**config.mk**
```make
export PLATFORM = sky130hd
export DESIGN_NAME = rx_byte_fifo
export DESIGN_NICKNAME = d
export VERILOG_FILES = /design/src/rtl/rx_byte_fifo.sv
export SDC_FILE = /design/constraint.sdc
export NUM_CORES = 1
export LEC_CHECK = 0
export CAP_MARGIN = 20
export CORE_MARGIN = 2
export CORE_UTILIZATION = 40
export CTS_CLUSTER_DIAMETER = 30
export DETAILED_ROUTE_END_ITERATION = 10
export DONT_BUFFER_PORTS = 1
export PLACE_DENSITY_LB_ADDON = 0.1
export SLEW_MARGIN = 10
export SYNTH_ARGS = -nofsm -noshare
export SYNTH_HDL_FRONTEND = slang
export SYNTH_SLANG_ARGS = --single-unit
export TNS_END_PERCENT = 10
```
**constraint.sdc**
```tcl
create_clock -name clk -period 2.8 [get_ports clk]
set_clock_uncertainty 0.05 [all_clocks]
set_input_delay 0.7 -clock clk [delete_from_list [all_inputs] [get_ports clk]]
set_output_delay 0.7 -clock clk [all_outputs]
set_load 0.01 [all_outputs]
```
**src/rtl/rx_byte_fifo.sv**
```systemverilog
// rx_byte_fifo
// Receive-side byte queue placed after the deserializer. Every rising edge of
// rx_received enqueues rx_data. The consumer drains the queue through a
// first-word-fall-through valid/ready port. A byte that arrives while the
// queue is full is dropped, and the sticky overflow flag is raised.
//
// Ports
//   clk          in   rising-edge system clock
//   rst          in   asynchronous, active-low reset
//   rx_data      in   [7:0] byte from the deserializer
//   rx_received  in   level from the deserializer; each rising edge is one byte
//   rd_data      out  [7:0] head byte, meaningful while rd_valid=1
//   rd_valid     out  queue not empty
//   rd_ready     in   consumer takes the head byte this cycle
//   count        out  [DEPTH_LOG2:0] number of stored bytes
//   full         out  count == 2^DEPTH_LOG2
//   empty        out  count == 0
//   overflow     out  sticky "byte dropped" flag
//   clr_overflow in   synchronous clear of overflow (a new drop wins)
module rx_byte_fifo #(
  parameter int DEPTH_LOG2 = 4
) (
  input  logic                  clk,
  input  logic                  rst,
  input  logic [7:0]            rx_data,
  input  logic                  rx_received,
  output logic [7:0]            rd_data,
  output logic                  rd_valid,
  input  logic                  rd_ready,
  output logic [DEPTH_LOG2:0]   count,
  output logic                  full,
  output logic                  empty,
  output logic                  overflow,
  input  logic                  clr_overflow
);

  localparam int DEPTH = 1 << DEPTH_LOG2;
  localparam logic [DEPTH_LOG2:0]   DEPTH_CNT = {1'b1, {DEPTH_LOG2{1'b0}}};
  localparam logic [DEPTH_LOG2:0]   CNT_ZERO  = {(DEPTH_LOG2+1){1'b0}};
  localparam logic [DEPTH_LOG2:0]   CNT_ONE   = {{DEPTH_LOG2{1'b0}}, 1'b1};
  localparam logic [DEPTH_LOG2-1:0] PTR_ONE   = {{(DEPTH_LOG2-1){1'b0}}, 1'b1};

  logic [7:0]            mem [DEPTH];
  logic [DEPTH_LOG2-1:0] wr_ptr;
  logic [DEPTH_LOG2-1:0] rd_ptr;
  logic                  recv_q;

  logic                  wr_req;
  logic                  rd_fire;
  logic                  wr_accept;
  logic                  wr_drop;
  logic [DEPTH_LOG2:0]   count_next;
  logic                  full_next;
  logic                  empty_next;
  logic                  overflow_next;

  // Handshake decode, count arithmetic and overflow next-state.
  always_comb begin
    wr_req        = rx_received & ~recv_q;
    rd_fire       = ~empty & rd_ready;
    // A read in the same cycle frees a slot, so a full queue still accepts.
    wr_accept     = wr_req & (~full | rd_fire);
    wr_drop       = wr_req & full & ~rd_fire;
    count_next    = count;
    overflow_next = overflow;

    case ({wr_accept, rd_fire})
      2'b10:   count_next = count + CNT_ONE;
      2'b01:   count_next = count - CNT_ONE;
      default: count_next = count;
    endcase

    // Set has priority over clear.
    if (wr_drop) begin
      overflow_next = 1'b1;
    end else if (clr_overflow) begin
      overflow_next = 1'b0;
    end else begin
      overflow_next = overflow;
    end

    full_next  = (count_next == DEPTH_CNT);
    empty_next = (count_next == CNT_ZERO);
  end

  // Pointers, count, status flags and edge-detect history.
  always_ff @(posedge clk or negedge rst) begin
    if (!rst) begin
      wr_ptr   <= {DEPTH_LOG2{1'b0}};
      rd_ptr   <= {DEPTH_LOG2{1'b0}};
      count    <= CNT_ZERO;
      full     <= 1'b0;
      empty    <= 1'b1;
      overflow <= 1'b0;
      // Held high so a level already asserted at reset release is not a new byte.
      recv_q   <= 1'b1;
    end else begin
      recv_q   <= rx_received;
      count    <= count_next;
      full     <= full_next;
      empty    <= empty_next;
      overflow <= overflow_next;
      if (wr_accept) begin
        wr_ptr <= wr_ptr + PTR_ONE;
      end
      if (rd_fire) begin
        rd_ptr <= rd_ptr + PTR_ONE;
      end
    end
  end

  // Byte storage; contents are intentionally not reset.
  always_ff @(posedge clk) begin
    if (wr_accept) begin
      mem[wr_ptr] <= rx_data;
    end
  end

  // Head of queue, visible without a read cycle.
  always_comb begin
    rd_data  = mem[rd_ptr];
    rd_valid = ~empty;
  end

endmodule

```
==> parameters.txt, run 1 <==
Parameter                              Value

Outcome
  Status    finished, violations left
  Failing checks    negative setup slack

Clock network
  Clock transition at the registers of the reported paths    0.06 ns
  Clock tree from TritonCTS    built
  Clock tree root buffer cell    sky130_fd_sc_hd__clkbuf_16
  Clock sinks    145
  Maximum root-to-sink buffer count    2
  CTS buffer count    17
  Insertion delay to the later sink of the worst-skew pair    0.41 ns
  CTS H-tree depth    4

STA
  Portion of the clock cycle consumed by the worst path in the final layout    105%
  Final max-slew violation count    0
  Max-Slew Margin vs Limit    50.8%
  Peak Freq    342 MHz
  Actual slew at the worst max-slew pin    0.736 ns
  Hold Vio Cnt, Final    0
  Worst path setup slack after routing    -0.128 ns
  Unrepaired setup endpoints after global routing    yes
  Accumulated negative setup slack    -0.732 ns
  Clock period minus worst slack    2.93 ns
  Setup violations, final    8
  Minimum hold slack    0.0817 ns

Pwr
  Leakage dissipation    2.39 nW
  Worst ir drop on vdd    477 uV
  Power density over the cells    1000 nW/um^2

Placed design
  Detailed Place HPWL    7460 microns
  Routability-driven placement congestion ratio    0.727
  IO buf count    0

Yosys
  Part of the Yosys area used for sequential elements    71.9%
  Count of flip-flops with a built-in enable after synthesis    128
  Synth Net Count    308
  Synth Cell Area    5940 sq um
  Most used DFF post-synth    sky130_fd_sc_hd__edfxtp_1
  Yosys cell types    39
  Mean cell area of the mapped netlist    20.7 sq um
  Number of synthesized register bits    145
  Cell count after synthesis    287
  Share of flip-flops with an asynchronous set or reset after synthesis    11.7%
  Number of warning messages in the yosys log    0

Routing
  Iter 0 DRT Violations    187
  Antenna viol nets, final    0
  Post-detailed-routing wire length    12400 microns
  Via count    2800
  Average detailed-routed wire length per instance    23.5 microns
  TritonRoute pass-1 iters    4
  Remaining DRCs    0
  Vias/cell    5.31

Global route
  Initial antenna violation count    0
  Number of global-route vias before repair    2811
  Wire length of the first global-routing pass    18300 microns
  Final global-route overflow total    0
  Pin count of the biggest net entering global routing    27
  Overall fraction of global-route tracks in use    16.5%

Floorplan
  Area enclosed by the die boundary    15800 sq um
  Num ports    30
  # rows    44
  Die outline width    126 microns
  Die Y-Extent    126 microns
  Core footprint    14500 sq um
  Starting utilization of the core area    40.9%

Min path
  Hold/Removal Path Class    in2async

Setup path
  Critical path origin    rd_ptr[0]
  Worst EP arrival    2.18 ns
  Reg-to-reg critical path endpoint    full
  Worst-path fanout max    7
  Worst Path Buf+Inv    3
  Cell count of the worst reg-to-reg path    11
  Cell with the biggest individual delay on the critical path    sky130_fd_sc_hd__mux4_2
  Gate family responsible for the most delay along the worst path    multiplexers
  Worst endpoint required time    2.05 ns
  Type of destination of the critical path    output port
  Critical Path Stages    5
  Crit Path Class    reg2out
  Worst Setup EP    rd_data[5]
  Startpoint type of the worst setup path    flop
  Crit path cell chain    buf_12 > buf_12 > buf_4 > mux4_2 > mux4_2
  Crit path largest cell delay    0.52 ns
  Worst R2R Setup Slack    0.26 ns
  Start of the worst register-to-register path    empty

Layout
  Most frequent cells in the layout    sky130_fd_sc_hd__edfxtp_1 (128), sky130_fd_sc_hd__mux4_2 (29), sky130_fd_sc_hd__buf_4 (29)
  Fraction of final layout cells sized beyond drive strength 1    30.0%
  Final antenna diode count    0
  Commonest non-fill, non-tap cell in the layout    sky130_fd_sc_hd__edfxtp_1
  Area overhead of the layout relative to synthesis    17.8%
  Total Nets Final    351

Flow run
  Max-Cap Viols    0
-- cells in the mapped netlist (2+ instances only) --
library cell	n	area, sq um
sky130_fd_sc_hd__nand4_1	2	12.5
sky130_fd_sc_hd__edfxtp_1	128	3840
sky130_fd_sc_hd__nor2_1	14	52.6
sky130_fd_sc_hd__dfstp_2	2	52.6
sky130_fd_sc_hd__a21oi_1	3	15.0
sky130_fd_sc_hd__xor2_1	2	17.5
sky130_fd_sc_hd__dfrtp_1	15	375
sky130_fd_sc_hd__buf_1	3	11.3
sky130_fd_sc_hd__o2111ai_1	2	17.5
sky130_fd_sc_hd__ha_1	8	100
sky130_fd_sc_hd__inv_1	7	26.3
sky130_fd_sc_hd__mux4_1	30	788
sky130_fd_sc_hd__nor3_1	5	25.0
sky130_fd_sc_hd__nand2_1	13	48.8
sky130_fd_sc_hd__nand2b_1	3	18.8
sky130_fd_sc_hd__o21ai_0	2	10.0
sky130_fd_sc_hd__xnor2_1	9	78.8
sky130_fd_sc_hd__nor2b_1	3	18.8
sky130_fd_sc_hd__buf_6	3	33.8
sky130_fd_sc_hd__mux4_2	10	225
sky130_fd_sc_hd__clkbuf_1	5	18.8
-- per-layer routing --
| metal | vias to the layer above | wire length [microns] | GRT usage [%] | part of all wire [%] |
|---|---|---|---|---|
| met4 | 0 | 123 | 5.62 | 0.99 |
| met3 | 11 | 661 | 5.69 | 5.3 |
| met1 | 1464 | 5520 | 22.0 | 45 |
| met5 | - | 0 | 0 | 0 |
| li1 | 1263 | - | - | - |
| met2 | 62 | 6090 | 25.5 | 49 |
-- how the worst min path moves through the flow --
stage,start,to,slack (ns),depth (start not counted)
CTS,rst,recv_q,0.06,0
global placement,rst,rd_ptr[2],0.35,0
floorplan,rst,count[0],0.35,0
global route,rst,empty,0.05,0
finish,rst,empty,0.08,0
detailed placement,rst,rd_ptr[2],0.35,0
-- metrics by stage --
step	std cells	cell area [sq um]	util (%)	setup WS, ns	power [mW]
after detailed placement	487	6360	43.8	0.0801	4.62
after CTS	523	6960	47.9	-0.173	6.96
after global routing	527	7000	48.1	-0.195	7.35
after global placement	487	6360	43.8	0.147	4.61
after floorplan	287	5960	-	0.00995	4.12
final	527	7000	48.1	-0.128	7.00
-- where the power goes --
group	total (mW)	switching, mW	internal, mW	leakage [nW]
Clock	2.20	0.813	1.38	0.287
Sequential	2.80	0.230	2.57	1.35
Combinational	2.00	0.921	1.08	0.746
-- registers in the layout (all words and copies together) (netlist names) --
signal / cells
mem: 128
count: 5
rd_ptr: 4
wr_ptr: 4
empty: 1
full: 1
overflow: 1
recv_q: 1
-- repair_timing --
item,in CTS,in global routing
cloned,1,2
hold endpoints to repair,15,0
gates resized for setup,12,10
setup buffers,2,3
hold buffers,1,0
endpoints found under the setup margin,8,9
-- cells by family (layout without fill, tap and decap cells) --
kind of cell / after synthesis / after routing / share of synthesized area, %
DFF: 145 / 145 / 71.9
and+or+nand+nor: 47 / 47 / 3.94
muxes: 42 / 42 / 17.4
buffers and inverters: 21 / 77 / 1.94
AOI/OAI and AO/OA: 13 / 13 / 1.45
xor gates and xnor gates: 11 / 11 / 1.62
adders and majority gates: 8 / 8 / 1.69
-- layout make-up --
class                   instances  area, sq um
clock inverters                13          144
repair buffers                 38          389
flip-flops and latches        145         4270
multi-input cells             121         1500
well taps                     184          230
clock buffers                  19          433
fillers                      1242         7540
inverters                       7         26.3
No activity file was read; power rests on OpenSTA's default activity.
==> run 2, diff against run 1 <==
--- a/config.mk
+++ b/config.mk
@@ -11,6 +11,7 @@
 export CTS_CLUSTER_DIAMETER = 30
 export DETAILED_ROUTE_END_ITERATION = 10
 export DONT_BUFFER_PORTS = 1
+export HOLD_SLACK_MARGIN = 0.02
 export PLACE_DENSITY_LB_ADDON = 0.1
 export SLEW_MARGIN = 10
 export SYNTH_ARGS = -nofsm -noshare
==> results of run 2 <==
Same layout as run 1: the final DEF is identical, and so are final timing and power.
